### config.mk
export PLATFORM = sky130hd
export DESIGN_NAME = chip_slot_arbiter_flat
export DESIGN_NICKNAME = d
export VERILOG_FILES = /design/src/rtl/chip_slot_pkg.sv /design/src/rtl/chip_slot_arbiter_if.sv /design/src/rtl/chip_slot_map.sv /design/src/rtl/chip_slot_arbiter.sv /design/src/flat_wrapper.sv
export SDC_FILE = /design/constraint.sdc
export NUM_CORES = 1
export LEC_CHECK = 0
export ABC_AREA = 1
export CAP_MARGIN = 10
export CELL_PAD_IN_SITES_DETAIL_PLACEMENT = 0
export CELL_PAD_IN_SITES_GLOBAL_PLACEMENT = 1
export CORE_MARGIN = 2
export CORE_UTILIZATION = 37
export CTS_BUF_LIST = sky130_fd_sc_hd__clkbuf_2
export DETAILED_ROUTE_END_ITERATION = 10
export HOLD_SLACK_MARGIN = 0.15
export PLACE_DENSITY_LB_ADDON = 0.1
export SYNTH_ARGS = -nofsm -noshare
export SYNTH_HDL_FRONTEND = slang
export SYNTH_HIERARCHICAL = 1
export SYNTH_SLANG_ARGS = --single-unit
### constraint.sdc
create_clock -name clk_28 -period 4.9 [get_ports clk_28]
set_clock_uncertainty 0.15 [all_clocks]
set_input_delay 0.49 -clock clk_28 [delete_from_list [all_inputs] [get_ports clk_28]]
set_output_delay 0.49 -clock clk_28 [all_outputs]
set_load 0.01 [all_outputs]
### src/rtl/chip_slot_pkg.sv
// Shared constants and types for the chip-bus slot arbiter.
package chip_slot_pkg;

  // Bit positions of the one-hot class grant.
  localparam int unsigned GNT_REF = 0;
  localparam int unsigned GNT_DSK = 1;
  localparam int unsigned GNT_AUD = 2;
  localparam int unsigned GNT_SPR = 3;
  localparam int unsigned GNT_BPL = 4;
  localparam int unsigned GNT_COP = 5;
  localparam int unsigned GNT_BLT = 6;
  localparam int unsigned GNT_CPU = 7;
  localparam int unsigned NUM_CLASSES = 8;

  // Colour clocks per line.
  localparam int unsigned LINE_SLOTS_PAL  = 227;
  localparam int unsigned LINE_SLOTS_NTSC = 228;

  // Fixed-map boundaries (all fixed slots are odd).
  localparam int unsigned REF_FIRST = 1;
  localparam int unsigned REF_LAST  = 7;
  localparam int unsigned DSK_FIRST = 9;
  localparam int unsigned DSK_LAST  = 13;
  localparam int unsigned AUD_FIRST = 15;
  localparam int unsigned AUD_LAST  = 21;
  localparam int unsigned SPR_FIRST = 23;
  localparam int unsigned SPR_LAST  = 53;

  // Owner of a fixed slot, FIX_NONE for purely dynamic slots.
  typedef enum logic [2:0] {
    FIX_NONE,
    FIX_REF,
    FIX_DSK,
    FIX_AUD,
    FIX_SPR
  } fixed_e;

  // Decoded description of one slot.
  typedef struct packed {
    fixed_e     owner;
    logic [2:0] ch;
    logic       even;
  } slot_info_t;

endpackage

### src/rtl/chip_slot_arbiter_if.sv
// Request/grant bundle between the DMA requesters and the slot arbiter.
interface chip_slot_arbiter_if #(
  parameter int SLOT_W = 8
);
  // Timing inputs from the clock block.
  logic              clk7_en;
  logic              cck;
  logic              line_sync;
  // Requests.
  logic              dsk_req;
  logic [3:0]        aud_req;
  logic [7:0]        spr_req;
  logic              bpl_req;
  logic              cop_req;
  logic              blt_req;
  logic              blt_nasty;
  logic              cpu_req;
  // Registered grant.
  logic [SLOT_W-1:0] slot;
  logic [7:0]        gnt;
  logic [2:0]        gnt_ch;
  logic              slot_strobe;

  modport master (
    output clk7_en, cck, line_sync,
    output dsk_req, aud_req, spr_req, bpl_req, cop_req, blt_req, blt_nasty, cpu_req,
    input  slot, gnt, gnt_ch, slot_strobe
  );

  modport slave (
    input  clk7_en, cck, line_sync,
    input  dsk_req, aud_req, spr_req, bpl_req, cop_req, blt_req, blt_nasty, cpu_req,
    output slot, gnt, gnt_ch, slot_strobe
  );
endinterface

### src/rtl/chip_slot_map.sv
// Combinational decoder: slot number -> fixed owner, channel and parity.
module chip_slot_map
  import chip_slot_pkg::*;
#(
  parameter int SLOT_W = 8
) (
  input  logic [SLOT_W-1:0] slot_n,
  output slot_info_t        info
);

  int unsigned s;

  // Classify the slot against the fixed map; odd slots only carry fixed owners.
  always_comb begin
    // NOTE: every output gets a default before the branches so no path leaves
    // a value unassigned, which would otherwise infer a latch.
    info.owner = FIX_NONE;
    info.ch    = '0;
    info.even  = ~slot_n[0];
    s          = 32'(slot_n);
    if (slot_n[0]) begin
      if (s >= REF_FIRST && s <= REF_LAST) begin
        info.owner = FIX_REF;
        info.ch    = 3'((s - REF_FIRST) >> 1);
      end else if (s >= DSK_FIRST && s <= DSK_LAST) begin
        info.owner = FIX_DSK;
      end else if (s >= AUD_FIRST && s <= AUD_LAST) begin
        info.owner = FIX_AUD;
        info.ch    = 3'((s - AUD_FIRST) >> 1);
      end else if (s >= SPR_FIRST && s <= SPR_LAST) begin
        // Two consecutive odd slots per sprite.
        info.owner = FIX_SPR;
        info.ch    = 3'((s - SPR_FIRST) >> 2);
      end
    end
  end

endmodule

### src/rtl/chip_slot_arbiter.sv
// Per-colour-clock chip-bus slot arbiter: slot counter, fixed map with
// fall-through to dynamic priority arbitration, and CPU anti-starvation.
module chip_slot_arbiter
  import chip_slot_pkg::*;
#(
  parameter int LINE_SLOTS = LINE_SLOTS_PAL,
  parameter int SLOT_W     = 8            // 2**SLOT_W must cover LINE_SLOTS
) (
  input logic                 clk_28,
  input logic                 rst,
  chip_slot_arbiter_if.slave  bus
);

  localparam logic [SLOT_W-1:0] LAST_SLOT = SLOT_W'(LINE_SLOTS - 1);

  logic              stb;
  logic [SLOT_W-1:0] slot_q;
  logic [SLOT_W-1:0] slot_n;
  logic [7:0]        gnt_q;
  logic [7:0]        gnt_n;
  logic [2:0]        ch_q;
  logic [2:0]        ch_n;
  logic [1:0]        cpu_wait_q;
  logic [1:0]        cpu_wait_n;
  logic              strobe_q;
  logic              fixed_hit;
  logic              starve;
  slot_info_t        info;

  assign stb = bus.clk7_en & bus.cck;

  // Next slot: restart on line_sync or at end of line (never a double wrap).
  assign slot_n = (bus.line_sync || slot_q == LAST_SLOT) ? '0 : slot_q + SLOT_W'(1);

  chip_slot_map #(.SLOT_W(SLOT_W)) u_map (
    .slot_n (slot_n),
    .info   (info)
  );

  // CPU takes a would-be blitter slot after three consecutive starved slots.
  assign starve = (cpu_wait_q == 2'd3) && !bus.blt_nasty && bus.cpu_req;

  // Arbitrate the upcoming slot and compute the next starvation count.
  always_comb begin
    gnt_n      = '0;
    ch_n       = '0;
    cpu_wait_n = cpu_wait_q;

    unique case (info.owner)
      FIX_REF: fixed_hit = 1'b1;
      FIX_DSK: fixed_hit = bus.dsk_req;
      FIX_AUD: fixed_hit = bus.aud_req[info.ch[1:0]];
      FIX_SPR: fixed_hit = bus.spr_req[info.ch];
      default: fixed_hit = 1'b0;
    endcase

    if (fixed_hit) begin
      ch_n = info.ch;
      unique case (info.owner)
        FIX_REF: gnt_n[GNT_REF] = 1'b1;
        FIX_DSK: gnt_n[GNT_DSK] = 1'b1;
        FIX_AUD: gnt_n[GNT_AUD] = 1'b1;
        default: gnt_n[GNT_SPR] = 1'b1;
      endcase
    end else if (bus.bpl_req) begin
      gnt_n[GNT_BPL] = 1'b1;
    end else if (bus.cop_req && info.even) begin
      gnt_n[GNT_COP] = 1'b1;
    end else if (bus.blt_req) begin
      if (starve) gnt_n[GNT_CPU] = 1'b1;
      else        gnt_n[GNT_BLT] = 1'b1;
    end else if (bus.cpu_req) begin
      gnt_n[GNT_CPU] = 1'b1;
    end

    if (gnt_n[GNT_CPU]) begin
      cpu_wait_n = 2'd0;
    end else if (gnt_n[GNT_BLT] && bus.cpu_req && cpu_wait_q != 2'd3) begin
      cpu_wait_n = cpu_wait_q + 2'd1;
    end
  end

  // Slot registers: advance only on the strobe; reset overrides the strobe.
  always_ff @(posedge clk_28) begin
    // NOTE: state registers use non-blocking assignments so every register
    // samples the pre-edge values regardless of statement order.
    if (rst) begin
      slot_q     <= LAST_SLOT;
      gnt_q      <= '0;
      ch_q       <= '0;
      cpu_wait_q <= '0;
      strobe_q   <= 1'b0;
    end else begin
      strobe_q <= stb;
      if (stb) begin
        slot_q     <= slot_n;
        gnt_q      <= gnt_n;
        ch_q       <= ch_n;
        cpu_wait_q <= cpu_wait_n;
      end
    end
  end

  assign bus.slot        = slot_q;
  assign bus.gnt         = gnt_q;
  assign bus.gnt_ch      = ch_q;
  assign bus.slot_strobe = strobe_q;

endmodule

### src/flat_wrapper.sv
// flat-port wrapper written by rule: the top's interface ports become plain ports
module chip_slot_arbiter_flat import chip_slot_pkg::*;
#(
  parameter int LINE_SLOTS = LINE_SLOTS_PAL,
  parameter int SLOT_W     = 8                                              
)
  (clk_28, rst, bus_clk7_en, bus_cck, bus_line_sync, bus_dsk_req, bus_aud_req, bus_spr_req, bus_bpl_req, bus_cop_req, bus_blt_req, bus_blt_nasty, bus_cpu_req, bus_slot, bus_gnt, bus_gnt_ch, bus_slot_strobe);
  chip_slot_arbiter_if #(.SLOT_W(SLOT_W)) bus_i ();
  input logic clk_28;
  input logic rst;
  input wire logic [$bits(bus_i.clk7_en)-1:0] bus_clk7_en;
  input wire logic [$bits(bus_i.cck)-1:0] bus_cck;
  input wire logic [$bits(bus_i.line_sync)-1:0] bus_line_sync;
  input wire logic [$bits(bus_i.dsk_req)-1:0] bus_dsk_req;
  input wire logic [$bits(bus_i.aud_req)-1:0] bus_aud_req;
  input wire logic [$bits(bus_i.spr_req)-1:0] bus_spr_req;
  input wire logic [$bits(bus_i.bpl_req)-1:0] bus_bpl_req;
  input wire logic [$bits(bus_i.cop_req)-1:0] bus_cop_req;
  input wire logic [$bits(bus_i.blt_req)-1:0] bus_blt_req;
  input wire logic [$bits(bus_i.blt_nasty)-1:0] bus_blt_nasty;
  input wire logic [$bits(bus_i.cpu_req)-1:0] bus_cpu_req;
  output wire logic [$bits(bus_i.slot)-1:0] bus_slot;
  output wire logic [$bits(bus_i.gnt)-1:0] bus_gnt;
  output wire logic [$bits(bus_i.gnt_ch)-1:0] bus_gnt_ch;
  output wire logic [$bits(bus_i.slot_strobe)-1:0] bus_slot_strobe;
  assign bus_i.clk7_en = bus_clk7_en;
  assign bus_i.cck = bus_cck;
  assign bus_i.line_sync = bus_line_sync;
  assign bus_i.dsk_req = bus_dsk_req;
  assign bus_i.aud_req = bus_aud_req;
  assign bus_i.spr_req = bus_spr_req;
  assign bus_i.bpl_req = bus_bpl_req;
  assign bus_i.cop_req = bus_cop_req;
  assign bus_i.blt_req = bus_blt_req;
  assign bus_i.blt_nasty = bus_blt_nasty;
  assign bus_i.cpu_req = bus_cpu_req;
  assign bus_slot = bus_i.slot;
  assign bus_gnt = bus_i.gnt;
  assign bus_gnt_ch = bus_i.gnt_ch;
  assign bus_slot_strobe = bus_i.slot_strobe;
  chip_slot_arbiter #(.LINE_SLOTS(LINE_SLOTS), .SLOT_W(SLOT_W)) u_core (.clk_28(clk_28), .rst(rst), .bus(bus_i));
endmodule
==> results of run 1 <==
-- kinds of logic after synthesis --
group                    share of synthesized area [%]
AO/OA/AOI/OAI                                    14.58
AND/OR/NAND/NOR                                  40.70
XOR/XNOR                                         1.063
adder cells (fa/ha/maj)                          4.556
buffers and inverters                            12.38
flip-flops                                       26.73
-- worst max-delay path by stage --
stage | startpoint | endpoint | slack (ps) | depth (start not counted)
after floorplan | u_core/bus.slot[0]$_SDFFE_PP0P_ | u_core/cpu_wait_q[0]$_SDFFE_PP0P_ | 1460 | 30
after detailed placement | bus_line_sync | u_core/bus.gnt_ch[1]$_SDFFE_PP0P_ | 780 | 27
after global routing | u_core/bus.slot[0]$_SDFFE_PP0P_ | u_core/cpu_wait_q[1]$_SDFFE_PP0P_ | 380 | 30
after CTS | u_core/bus.slot[0]$_SDFFE_PP0P_ | u_core/bus.gnt_ch[1]$_SDFFE_PP0P_ | 860 | 30
final | u_core/bus.slot[0]$_SDFFE_PP0P_ | u_core/bus.gnt_ch[2]$_SDFFE_PP0P_ | 890 | 28
after global placement | bus_line_sync | u_core/bus.gnt_ch[1]$_SDFFE_PP0P_ | 820 | 27
-- cell usage after synthesis --
| library cell | number |
|---|---|
| a21oi_1 | 19 |
| a21oi_2 | 6 |
| a31o_2 | 1 |
| a31oi_4 | 1 |
| buf_2 | 1 |
| buf_6 | 2 |
| clkbuf_1 | 3 |
| clkinv_2 | 1 |
| dfxtp_1 | 22 |
| ha_1 | 6 |
| inv_1 | 37 |
| inv_2 | 4 |
| inv_4 | 1 |
| nand2_1 | 75 |
| nand2_2 | 5 |
| nand3_1 | 22 |
| nand3_2 | 3 |
| nand3_4 | 1 |
| nand3b_1 | 2 |
| nand4_1 | 6 |
| nor2_1 | 21 |
| nor2_2 | 5 |
| nor2_4 | 1 |
| nor3_1 | 4 |
| o21a_1 | 1 |
| o21ai_0 | 9 |
| o21ai_1 | 2 |
| or2_1 | 1 |
| xor2_1 | 2 |
-- where the power goes --
part	switching [uW]	total [uW]	leakage (uW)	internal (uW)
Clock	56.3	127	0.0000266	70.4
Combinational	84.0	142	0.000725	58.2
Sequential	6.79	192	0.000179	185
Total	147	461	0.000931	314
-- per-layer routing --
layer | track usage (%) | vias to the layer above
li1 | - | 917
met1 | 23.20 | 753
met2 | 28.14 | 38
met3 | 2.849 | 4
met4 | 3.145 | 0
met5 | 0 | -
-- cell type report --
class	instances	area, um^2
multi-input combinational	193	1003
clock inverter	1	30.03
timing repair buffer	42	420.4
clock buffer	3	15.01
fill	491	2185
inverter	43	165.2
tap	52	65.06
sequential	22	440.4
-- sequential cells by signal, indices dropped and copies added, names as in the netlist --
name and count:
u_core/bus.gnt 8, u_core/bus.slot 8, u_core/bus.gnt_ch 3, u_core/cpu_wait_q 2
u_core/bus.slot_strobe 1
-- cells in the final DEF (no fill, tap or decap) --
cell,instances
a21oi_1,19
a21oi_2,6
a31o_2,1
a31oi_4,1
bufinv_16,1
clkbuf_2,3
clkdlybuf4s50_1,42
clkinv_2,1
dfxtp_1,22
ha_1,6
inv_1,37
inv_2,4
inv_4,1
nand2_1,75
nand2_2,5
nand3_1,22
nand3_2,3
nand3_4,1
nand3b_1,2
nand4_1,6
nor2_1,21
nor2_2,5
nor2_4,1
nor3_1,4
o21a_1,1
o21ai_0,9
o21ai_1,2
or2_1,1
xor2_1,2
-- tightest hold or removal path: stages, from the launching register on --
cell and delay (ps):
dfxtp_1 360, nand2_1 60, a21oi_1 50
-- through the flow --
| stage | setup WS [ps] | total power [uW] | util, % | std cells |
|---|---|---|---|---|
| after detailed placement | 778.2 | 337.6 | 48.44 | 352 |
| final | 890.5 | 460.9 | 49.48 | 356 |
| after floorplan | 1462 | 290.1 | - | 264 |
| after global placement | 818.8 | 338.5 | 48.44 | 352 |
| after global routing | 380.1 | 495.6 | 49.48 | 356 |
| after CTS | 861.0 | 467.1 | 49.48 | 356 |
==> results by group, run 1 <==
Layout
  • Fin area: approximately 2100 um^2
  • Fin nets: around 330
  • N_diodes: 0
  • Layout cells sized above 1: 10.86%
  • P&R area growth vs syn: 29.84%

Pwr
  • Peak supply drop: 0.1507 mV
  • PD cells: roughly 220 nW/um^2
  • Leakage: roughly 0.00093 uW

Route
  • DR top layer: met4
  • Initial drt markers: 86
  • Post-Route M1 WL: 2002 um
  • Detailed-route DRC error count: 0
  • DR vias/cell: just under 5
  • Vias: 1712
  • Total iterations of the first detailed-routing run: 4
  • Drt total wl: between 4000 and 5000 um
  • Met3 routed WL: about 160 um
  • Mean routed wirelength per cell: 11.48 um
  • Antenna-violating nets left: 0
  • Met2 WL post-DR: approximately 1900 um

Floorplan
  • Ports: 43
  • Core ar.: between 4000 and 5000 um^2
  • Row count: 24
  • Die Span Y: around 71 um
  • Starting density of the core: 38.11%
  • Die width: a little over 70 um
  • Die area: roughly 5000 um^2

Placed design
  • Port Buffers: 42
  • Total placed instance area: about 2100 um^2
  • Hpwl dp: about 3200 um
  • GPL Wtd Cong: 0.8316

STA
  • Max-slew violations: 0
  • Fin. Hold Viols: 0
  • Min Tclk post-route: around 4000 ps
  • Setup repair after global routing missed its margin: false
  • Fmax achieved: ~0.25 GHz
  • Setup-failing EPs final: 0
  • Max transition margin: roughly half
  • Setup TNS: 0 ps
  • WHS: roughly 340 ps
  • Worst slew pin tran: about 760 ps
  • Tcrit/Tclk final: roughly four fifths

Clocking
  • Clk_lat worst skew: roughly 330 ps
  • Buffer count from post-CTS setup fixing: 0
  • H-tree depth: 1
  • Cts repair resizes: 0
  • CTS tree: built
  • Clk buf depth: 2
  • CTS Buf Count: 3
  • Root Driver: clkbuf_2
  • Clk sinks: 22
  • # hold bufs at CTS: 0
  • Clock-pin slew on the worst setup and hold paths: about 210 ps

Critical path
  • WP data arrival: around 4100 ps
  • CP required: around 5000 ps
  • Critical path's top delay family: simple AND/OR/NAND/NOR gates
  • R2R setup slack: roughly 890 ps
  • Worst-case reg-to-reg path depth: 28
  • RR Endpoint: u_core/bus.gnt_ch[2]$_SDFFE_PP0P_
  • Nature of the critical path startpoint: register
  • Worst-path cell with the longest stage delay: dfxtp_1
  • FF-to-FF Start: u_core/bus.slot[0]$_SDFFE_PP0P_
  • Endpoint class of the critical path: register
  • Worst path bufs/invs: 7
  • CP Class: register to register
  • Worst-path fanout max: 9
  • CP max stage delay: just under 500 ps
  • Most frequent CP cell: nand2_1

GRT
  • Initial antenna violation count: 0
  • First-pass GRT wire length: roughly 7000 um
  • Via count of the first global-routing pass: roughly 1500
  • Largest net degree at the start of global routing: 22
  • GR Overflow Total: 0
  • GRT Overall Usage: 16.88%

Synth
  • Synth Cell Area: about 1600 um^2
  • Synth Register Bits: 22
  • Synthesized instance count: around 260
  • Number of unique standard cell types used by synthesis: 29
  • Sequential-to-total area share from yosys stat: about a quarter
  • Largest cells by area after synthesis: dfxtp_1 27%, nand2_1 17%, inv_1 8.4%
  • Ys Warns: 6
  • Syn Area/Cell: around 6.2 um^2
  • Mapped Nets: ~290
  • Synth area leader: dfxtp_1
  • Share of the synthesized area in the top cell type: 26.73%

Flow run
  • Max cap viols: 0

Status
  • Outcome: completed

Worst hold path
  • Hold Crit Start: u_core/bus.gnt[2]$_SDFFE_PP0P_
  • WHS Endpoint: u_core/bus.gnt[2]$_SDFFE_PP0P_
  • Worst Hold Path Cells: 2
  • HP Class: register to register
Note: power is estimated with default switching activity, not from simulation.
==> inputs of run 2 (changes only) <==
--- a/config.mk
+++ b/config.mk
@@ -10,7 +10,7 @@
 export CELL_PAD_IN_SITES_DETAIL_PLACEMENT = 0
 export CELL_PAD_IN_SITES_GLOBAL_PLACEMENT = 1
 export CORE_MARGIN = 2
-export CORE_UTILIZATION = 37
+export CORE_UTILIZATION = 34
 export CTS_BUF_LIST = sky130_fd_sc_hd__clkbuf_2
 export DETAILED_ROUTE_END_ITERATION = 10
 export HOLD_SLACK_MARGIN = 0.15
==> constraint.sdc (replaced) <==
create_clock -name clk_28 -period 4.2 [get_ports clk_28]
set_clock_uncertainty 0.15 [all_clocks]
set_input_delay 0.42 -clock clk_28 [delete_from_list [all_inputs] [get_ports clk_28]]
set_output_delay 0.42 -clock clk_28 [all_outputs]
set_load 0.01 [all_outputs]
==> run 2 against run 1 <==
Worst hold slack got worse by 8.3 ps. First-iteration DRC count is 38% lower. Clock power decreased by 33%. Register-to-register slack got worse by 360 ps. Non-clock buffer count is 3 higher. Count of clock-buffer cells in the layout unchanged. Routed wire length down 0.81%. Largest cell class unchanged. Largest power group unchanged.
==> results by group, run 2 (synthesis results as in run 1) <==
STA
  • Max-slew violations: 0
  • Setup-failing EPs final: 0
  • Min Tclk post-route: 3665 ps
  • Setup repair after global routing missed its margin: false
  • Max transition margin: between 50 and 60%
  • Setup TNS: 0 ps
  • Worst slew pin tran: 724.8 ps
  • Tcrit/Tclk final: 87.26%
  • Fin. Hold Viols: 0
  • Fmax achieved: approximately 0.27 GHz

Layout
  • Fin nets: about 340
  • Layout cells sized above 1: a little under an eighth
  • Final non-filler cell total: between 300 and 400
  • N_diodes: 0
  • Final Util: ~46%
  • Commonest non-fill, non-tap cells in the layout: 75 x nand2_1, 42 x clkdlybuf4s50_1, 37 x inv_1, 22 x nand3_1, 22 x dfxtp_1
  • P&R area growth vs syn: 29.76%
  • Commonest non-fill, non-tap cell in the layout: nand2_1

Clocking
  • # hold bufs at CTS: 0
  • Root Driver: clkbuf_2
  • Clk buf depth: 2
  • Clk_lat worst skew: around 330 ps
  • Clk sinks: 22
  • Buffer count from post-CTS setup fixing: 0
  • CTS tree: built
  • Clock-pin slew on the worst setup and hold paths: about 220 ps
  • Cts repair resizes: 0
  • H-tree depth: 1
  • CTS Buf Count: 3

Route
  • Initial drt markers: 53
  • Total iterations of the first detailed-routing run: 4
  • Drt total wl: 4054 um
  • Mean routed wirelength per cell: approximately 11 um
  • Antenna-violating nets left: 0
  • DR vias/cell: roughly 4.7
  • Detailed-route DRC error count: 0
  • Vias: between 1500 and 2000

Pwr
  • Psw: around 170 uW
  • Leakage: about 0.00093 uW
  • Clk pwr share: roughly 18%
  • Register share of total power: 46.9%
  • Combinational share of power: approximately a third
  • PD cells: around 220 nW/um^2
  • Switching Share: between 30% and 40%
  • Peak supply drop: about 0.15 mV
  • Pint: between 300 and 400 uW

Floorplan
  • Row count: 25
  • Die Span Y: between 70 and 80 um
  • Die width: approximately 74 um
  • Starting density of the core: between 30% and 40%
  • Ports: 43
  • Core ar.: between 4000 and 5000 um^2
  • Die area: 5419 um^2

Critical path
  • Most frequent CP cell: nand2_1
  • WP data arrival: around 3800 ps
  • Endpoint class of the critical path: register
  • Nature of the critical path startpoint: register
  • CP required: between 4000 and 5000 ps
  • Worst-path fanout max: 9
  • CP max stage delay: 480 ps
  • Worst-path cell with the longest stage delay: dfxtp_1
  • CP Class: register to register

GRT
  • GR Overflow Total: 0
  • First-pass GRT wire length: around 6900 um
  • GRT Overall Usage: approximately 16%
  • Largest net degree at the start of global routing: 22
  • Via count of the first global-routing pass: 1534
  • Initial antenna violation count: 0

Flow run
  • Max cap viols: 0

Placed design
  • Hpwl dp: around 3200 um
  • GPL Wtd Cong: between 0.8 and 0.9
  • Placed Cells: 357
  • Port Buffers: 42

Status
  • Outcome: completed

Worst hold path
  • HP Class: register to register
-- run 2: stage by stage --
stage | hold slack (ps) | cell area [um^2] | setup WS (ps) | total power, uW
after floorplan | 313.5 | 1648 | 762.1 | 338.4
after global placement | 301.6 | 2120 | 479.5 | 397.5
after detailed placement | 308.6 | 2120 | 506.3 | 395.8
after CTS | 335.8 | 2138 | 523.5 | 484.9
after global routing | 361.1 | 2138 | 78.81 | 514.0
final | 330.2 | 2138 | 534.9 | 476.6
-- run 2: layout make-up --
class	count	area, um^2
Fill cell	511	2554
Sequential cell	22	440.4
Clock buffer	3	15.01
Timing Repair Buffer	45	442.9
Inverter	43	165.2
Tap cell	54	67.56
Multi-Input combinational cell	193	1003
Clock inverter	1	3.754
-- run 2: critical path, delay by kind of cell, from the launching register on --
kind            cells  cell delay [ps]
compound gates      2              320
fa+ha+maj           2              400
buf+inv             8              700
flops               1              480
simple gates       18             1520
-- run 2: worst paths after layout --
kind                                                      start                           endpoint  slack, ps  depth (start not counted)
worst max-delay path            u_core/bus.slot[0]$_SDFFE_PP0P_  u_core/bus.gnt_ch[1]$_SDFFE_PP0P_        530                         30
worst min register to register   u_core/bus.gnt[7]$_SDFFE_PP0P_     u_core/bus.gnt[7]$_SDFFE_PP0P_        330                          2
worst min-delay path             u_core/bus.gnt[7]$_SDFFE_PP0P_     u_core/bus.gnt[7]$_SDFFE_PP0P_        330                          2
worst max register to register  u_core/bus.slot[0]$_SDFFE_PP0P_  u_core/bus.gnt_ch[1]$_SDFFE_PP0P_        530                         30
-- run 2: per-layer routing --
metal | vias up | wire (um) | track usage (%)
li1 | 927 | - | -
met1 | 727 | 2105 | 21.97
met2 | 28 | 1770 | 25.40
met3 | 2 | 159 | 4.115
met4 | 0 | 19 | 2.424
met5 | - | 0 | 0
-- run 2: power groups by stage --
stage	sequential, uW	clock [uW]	combinational [uW]
floorplan	230	0	109
global placement	228	0	170
detailed placement	228	0	168
CTS	224	92.5	168
global route	225	100	188
finish	224	85.3	168
==> inputs of run 3 (changes only) <==
--- a/config.mk
+++ b/config.mk
@@ -10,7 +10,7 @@
 export CELL_PAD_IN_SITES_DETAIL_PLACEMENT = 0
 export CELL_PAD_IN_SITES_GLOBAL_PLACEMENT = 1
 export CORE_MARGIN = 2
-export CORE_UTILIZATION = 34
+export CORE_UTILIZATION = 31
 export CTS_BUF_LIST = sky130_fd_sc_hd__clkbuf_2
 export DETAILED_ROUTE_END_ITERATION = 10
 export HOLD_SLACK_MARGIN = 0.15
==> constraint.sdc (replaced) <==
create_clock -name clk_28 -period 3 [get_ports clk_28]
set_clock_uncertainty 0.15 [all_clocks]
set_input_delay 0.3 -clock clk_28 [delete_from_list [all_inputs] [get_ports clk_28]]
set_output_delay 0.3 -clock clk_28 [all_outputs]
set_load 0.01 [all_outputs]
==> run 3 against run 2 <==
The flow now finishes with violations (setup timing). Maximum frequency grew 12%. Flip-flop and latch count unchanged. Highest routed layer unchanged. Clock power rose by 40%. Count of clock-buffer cells in the layout unchanged. Design area is 34% higher. Critical path depth down 8. Setup slack worse by 810 ps.
==> results by group, run 3 (synthesis results as in run 1) <==
Status
  • Outcome: complete, but fails checks
  • Failing checks: setup timing

Worst hold path
  • HP Class: register to register

Pwr
  • Leakage: between 0.001 and 0.0015 uW
  • PD cells: 287.0 nW/um^2
  • Peak supply drop: about 0.24 mV

STA
  • Worst setup margin: -271.7 ps
  • Max transition margin: between 70 and 80%
  • Setup-failing EPs final: 11
  • Max-slew violations: 0
  • Fin. Hold Viols: 0
  • Tcrit/Tclk final: 109.1%
  • Setup repair after global routing missed its margin: true
  • Fmax achieved: 0.3057 GHz
  • Worst slew pin tran: between 400 and 500 ps
  • Min Tclk post-route: between 3000 and 4000 ps
  • Setup TNS: -2332 ps

Layout
  • Fin nets: 395
  • Commonest non-fill, non-tap cell in the layout: nand2_1
  • Layout cells sized above 1: a little under two fifths
  • Commonest non-fill, non-tap cells in the layout: 64 x nand2_1, 58 x buf_4, 42 x clkdlybuf4s50_1, 30 x inv_1, 20 x dfxtp_1
  • Final non-filler cell total: between 400 and 500
  • P&R area growth vs syn: 73.58%
  • Final Util: 56.00%
  • N_diodes: 0
  • # fillers: 527

Flow run
  • Max cap viols: 0

Critical path
  • CP required: approximately 3100 ps
  • Endpoint class of the critical path: register
  • Worst-path fanout max: 6
  • WP data arrival: roughly 3400 ps
  • CP Class: register to register
  • Nature of the critical path startpoint: register

Clocking
  • H-tree depth: 1
  • # hold bufs at CTS: 0
  • Clk buf depth: 2
  • CTS Buf Count: 3
  • Clk sinks: 22
  • Clk_lat worst skew: between 300 and 400 ps
  • CTS tree: built
  • Root Driver: clkbuf_2
  • Clock-pin slew on the worst setup and hold paths: roughly 200 ps

Route
  • Antenna-violating nets left: 0
  • Vias: 1974
  • Initial drt markers: 78
  • Drt total wl: approximately 4900 um
  • Detailed-route DRC error count: 0
  • Total iterations of the first detailed-routing run: 4
  • Mean routed wirelength per cell: 11.25 um
  • DR vias/cell: approximately 4.5

Placed design
  • DP Worst Slack: -442.0 ps
  • Placed Cells: roughly 420
  • Hpwl dp: roughly 3600 um
  • GPL Wtd Cong: roughly 0.83
  • Port Buffers: 42

Floorplan
  • Ports: 43
  • Die width: roughly 77 um
  • Die area: just under 6000 um^2
  • Die Span Y: 76.91 um
  • Starting density of the core: between 30% and 40%
  • Core ar.: a little over 5000 um^2
  • Row count: 26

GRT
  • Initial antenna violation count: 0
  • Via count of the first global-routing pass: 1870
  • Largest net degree at the start of global routing: 21
  • First-pass GRT wire length: just over 8000 um
  • GR Overflow Total: 0
  • GRT Overall Usage: between 10% and 20%
## run 3: changes by cell type in the layout (fill, tap and decap cells not counted), moves of 4 or more
cell	delta
nand3_1	-7
inv_1	-7
nand2_1	-11
nor2_4	+4
nand3_2	+6
ha_1	-5
nor2_1	-6
nand2_2	+9
inv_2	+4
a21oi_1	-4
ha_4	+5
buf_4	+55
o21ai_0	-4
## run 3: final timing paths
path	from	to	slack, ps	cells past startpoint
min reg2reg	u_core/bus.gnt[7]$_SDFFE_PP0P_	u_core/bus.gnt[7]$_SDFFE_PP0P_	320	2
max reg2reg	u_core/bus.slot[1]$_SDFFE_PP1P_	u_core/bus.gnt_ch[0]$_SDFFE_PP0P_	-270	22
max	u_core/bus.slot[1]$_SDFFE_PP1P_	u_core/bus.gnt_ch[0]$_SDFFE_PP0P_	-270	22
min	u_core/bus.gnt[7]$_SDFFE_PP0P_	u_core/bus.gnt[7]$_SDFFE_PP0P_	320	2
## run 3: final cells by class
cell class,instances,area (um^2),share of cell area [%]
clock buffers,3,15.01,0.5249
clock inverters,1,3.754,0.1312
inverters,43,176.4,6.168
multi-input cells,193,1242,43.44
flip-flops and latches,22,445.4,15.57
well taps,70,87.58,3.062
repair buffers,103,889.6,31.10
## run 3: repair_timing
action | 4_1_cts | 5_1_grt
pin swaps | 19 | 23
setup endpoints to repair | 11 | 13
setup buffers | 12 | 3
gates resized for setup | 30 | 29
## run 3: critical path, stage by stage (launching register included)
cell	delay [ps]
dfxtp_2	380
buf_4	150
buf_4	130
buf_4	130
a31o_2	230
nand3_1	110
inv_1	80
inv_1	170
nand3_1	150
nand3_4	130
buf_4	120
nand3_2	90
nand2_1	90
nand2_2	60
a21oi_4	230
nand3_1	110
nand3b_1	130
nand3_4	120
nand2_4	100
inv_4	40
nor2_4	130
nand2_1	80
a21oi_2	110
## run 3: power by group
group          leakage (uW)  switching, uW  total (uW)  internal [uW]
Sequential         0.000179           7.62         310            302
Clock             0.0000140           90.1         119           29.0
Combinational       0.00106            198         392            194
## run 3: layer usage
| metal | GRT usage, % | up-vias | wire length (um) |
|---|---|---|---|
| met5 | 0 | - | 0 |
| met4 | 2.727 | 0 | 15 |
| met3 | 2.588 | 2 | 178 |
| met2 | 28.60 | 48 | 2413 |
| met1 | 22.49 | 880 | 2289 |
| li1 | - | 1044 | - |
## run 3: stage by stage
| stage | total power [uW] | hold WS (ps) | instance area, um^2 |
|---|---|---|---|
| after floorplan | 486.5 | 310.0 | 1689 |
| after global placement | 628.4 | 312.8 | 2504 |
| after detailed placement | 626.0 | 306.0 | 2504 |
| after CTS | 792.7 | 337.0 | 2718 |
| after global routing | 883.3 | 356.8 | 2860 |
| final | 820.9 | 324.0 | 2860 |
==> RTL edit (config.mk and constraints of run 3) <==
`SLOT_W` is set to 8 in 4 places; all go to 12.
--- a/src/rtl/chip_slot_arbiter_if.sv
+++ b/src/rtl/chip_slot_arbiter_if.sv
@@ -1,5 +1,5 @@
 // Request/grant bundle between the DMA requesters and the slot arbiter.
 interface chip_slot_arbiter_if #(
-  parameter int SLOT_W = 8
+  parameter int SLOT_W = 12
 );
   // Timing inputs from the clock block.
--- a/src/rtl/chip_slot_map.sv
+++ b/src/rtl/chip_slot_map.sv
@@ -3,5 +3,5 @@
   import chip_slot_pkg::*;
 #(
-  parameter int SLOT_W = 8
+  parameter int SLOT_W = 12
 ) (
   input  logic [SLOT_W-1:0] slot_n,
--- a/src/rtl/chip_slot_arbiter.sv
+++ b/src/rtl/chip_slot_arbiter.sv
@@ -5,5 +5,5 @@
 #(
   parameter int LINE_SLOTS = LINE_SLOTS_PAL,
-  parameter int SLOT_W     = 8            // 2**SLOT_W must cover LINE_SLOTS
+  parameter int SLOT_W     = 12            // 2**SLOT_W must cover LINE_SLOTS
 ) (
   input logic                 clk_28,
--- a/src/flat_wrapper.sv
+++ b/src/flat_wrapper.sv
@@ -3,5 +3,5 @@
 #(
   parameter int LINE_SLOTS = LINE_SLOTS_PAL,
-  parameter int SLOT_W     = 8                                              
+  parameter int SLOT_W     = 12                                              
 )
   (clk_28, rst, bus_clk7_en, bus_cck, bus_line_sync, bus_dsk_req, bus_aud_req, bus_spr_req, bus_bpl_req, bus_cop_req, bus_blt_req, bus_blt_nasty, bus_cpu_req, bus_slot, bus_gnt, bus_gnt_ch, bus_slot_strobe);
Ports: changed (resized bus_slot); port bits go from 43 to 47. The function was not compared with the original's and may differ.
==> RTL edit against run 3 <==
The flow still finishes with violations (setup timing). Die area up 21%. Final area up 29%. Sequential cell count up 4. Critical endpoint is now u_core/cpu_wait_q[0]. Cell count up 22%. Count of clock-buffer cells in the layout unchanged. Fmax down 3.2%. Setup slack worse by 0.11 ns. Power up 36%. Wire length up 38%. First-iteration DRC count down 21%. Area after synthesis up 22%.
==> RTL edit: results (changes against run 3) <==
setup_path:
  slowest_delay_ns: 0.42  # +0.04 ns
  cp_slowest_cell: "dfxtp_4"
  crit_fanout: 6  # unchanged
  arrival_ns: 3.57  # +0.17 ns
  crit_family: "simple AND/OR/NAND/NOR gates"
grt:
  grt_antenna_before_repair: 0  # unchanged
  grt_pass1_wl_um: 10300  # +25%
  grt_max_degree: 21  # unchanged
  track_usage_pct: 17.8  # +1.1 points
  grt_pass1_vias: 2293  # +23%
place:
  place.detailed.instances: 497  # +19%
  dp_hpwl_um: 4620  # +30%
  place.gp.congestion: 0.770  # -7.1%
  pre_cts_ws_ns: -0.534  # -0.0921 ns
  port_buffers: 46  # +9.5%
sta:
  setup_slack_ns: -0.378  # -0.107 ns
  finalSetupTns_ns: -3.69  # -1.36 ns
  worst_pin_slew_ns: 0.461  # +0.0151 ns
  setup_viol: 12  # +1
worst_hold_path:
  hold_class: "reg2reg"
yosys:
  yosysSeqAreaShare_pct: 25.8  # -0.90 points
  synth_top_cells_by_area: "dfxtp_1 (26%), nand2_1 (13%), nand3_1 (9.4%)"
  synthArstFlopShare_pct: 0  # unchanged
  synth.yosys.warnings: 6  # unchanged
  synth_flop_cell: "dfxtp_1"
  ys_types: 29  # unchanged
  yosys-top-cells-count: "nand2_1 (69), inv_1 (49), nand3_1 (38)"
  synth.net_count: 352  # +20%
  synth_cells: 323  # +22%
route:
  drtIter0Drc: 62  # -21%
  routed_via_density: 4.61  # +1.6%
  drtPass1Iterations: 4  # unchanged
  wire_per_inst_um: 12.7  # +13%
  vias: 2454  # +24%
finish:
  largest_reg_flops: 12
  fill_cells: 636  # +21%
  num_antenna_cells: 0  # unchanged
  final_layout_size_suffix_gt1_share_pct: 47.3  # +9.2 points
  nNetsFinal: 485  # +23%
status:
  violations: "setup timing"
  outcome: "finished, violations left"
power:
  leakage_nw: 1.66  # +32%
  peakVddDrop_mv: 0.317  # +34%
  p_int_mw: 0.719  # +37%
clock_network:
  root_buffer: "clkbuf_2"
  clockBufferDepth: 2  # unchanged
  cts_htree_levels: 1  # unchanged
  path_clk_slew_ns: 0.27  # +0.07 ns
  clock_latency_ns: 0.38  # +0.06 ns
  cts_buffers: 3  # unchanged
-- RTL edit: changes by cell type in the layout (fill, tap and decap cells not counted), sizes merged, moves of 3 or more --
cell	change
clkdlybuf4s50	+4
inv	+13
buf	+29
dfxtp	+4
nor2	+8
xor2	+3
nand3	+18
nor3	+6
o21ai	+3
-- RTL edit: repair_timing --
item,in CTS,in global routing
endpoints found under the setup margin,13,14
resized for setup,43,67
setup buffers,24,14
pin swaps,29,23
cloned,0,1
-- RTL edit: worst paths after layout --
kind | from | end | slack (ns) | cells after the start
worst max-delay path | u_core/bus.slot[1] | u_core/cpu_wait_q[0] | -0.38 | 28
worst min-delay path | u_core/bus.gnt[4] | u_core/bus.gnt[4] | 0.34 | 2
worst max register to register | u_core/bus.slot[1] | u_core/cpu_wait_q[0] | -0.38 | 28
worst min register to register | u_core/bus.gnt[4] | u_core/bus.gnt[4] | 0.34 | 2
-- RTL edit: cells by family (layout without fill, tap and decap cells) --
family	after synthesis	after routing	share of synthesized area, %
xor+xnor	5	5	2.17
buf+inv	66	198	13.5
compound gates	42	42	11.0
fa+ha+maj	6	6	3.72
flops	26	26	25.8
simple gates	178	178	43.8
-- RTL edit: layout make-up --
cell class / count / area [um2] / share of cell area, %
multi-input combinational: 231 / 1610 / 43.6
timing repair buffer: 136 / 1170 / 31.6
sequential: 26 / 532 / 14.4
inverter: 57 / 236 / 6.40
tap: 77 / 96.3 / 2.61
clock inverter: 1 / 30.0 / 0.812
clock buffer: 3 / 15.0 / 0.406
timing repair inverter: 1 / 7.51 / 0.203
-- RTL edit: layer usage --
layer / global-route usage (%) / wire [um] / vias up
met5: 0 / 0 / -
met4: 4.76 / 29 / 0
met3: 2.26 / 166 / 2
met2: 29.4 / 3280 / 32
met1: 24.4 / 3260 / 1130
li1: - / - / 1290
-- RTL edit: worst reg2reg max path, delay by kind of cell (launching register included) --
kind | cells | cell delay, ns
and+or+nand+nor | 18 | 1.70
buffers and inverters | 8 | 0.87
adders and majority gates | 1 | 0.15
DFF | 1 | 0.42
AOI/OAI and AO/OA | 1 | 0.06
-- RTL edit: power groups by stage --
stage | clock, mW | sequential (mW) | combinational, mW
6_report | 0.235 | 0.371 | 0.509
5_1_grt | 0.254 | 0.374 | 0.553
4_1_cts | 0.238 | 0.371 | 0.437
3_5_place_dp | 0 | 0.376 | 0.381
3_3_place_gp | 0 | 0.376 | 0.380
2_1_floorplan | 0 | 0.386 | 0.202
-- RTL edit: metrics by stage --
step,cell area (um2),power [mW]
after floorplan,2060,0.588
after global placement,3010,0.757
after detailed placement,3010,0.757
after CTS,3390,1.05
after global routing,3700,1.18
final,3700,1.12
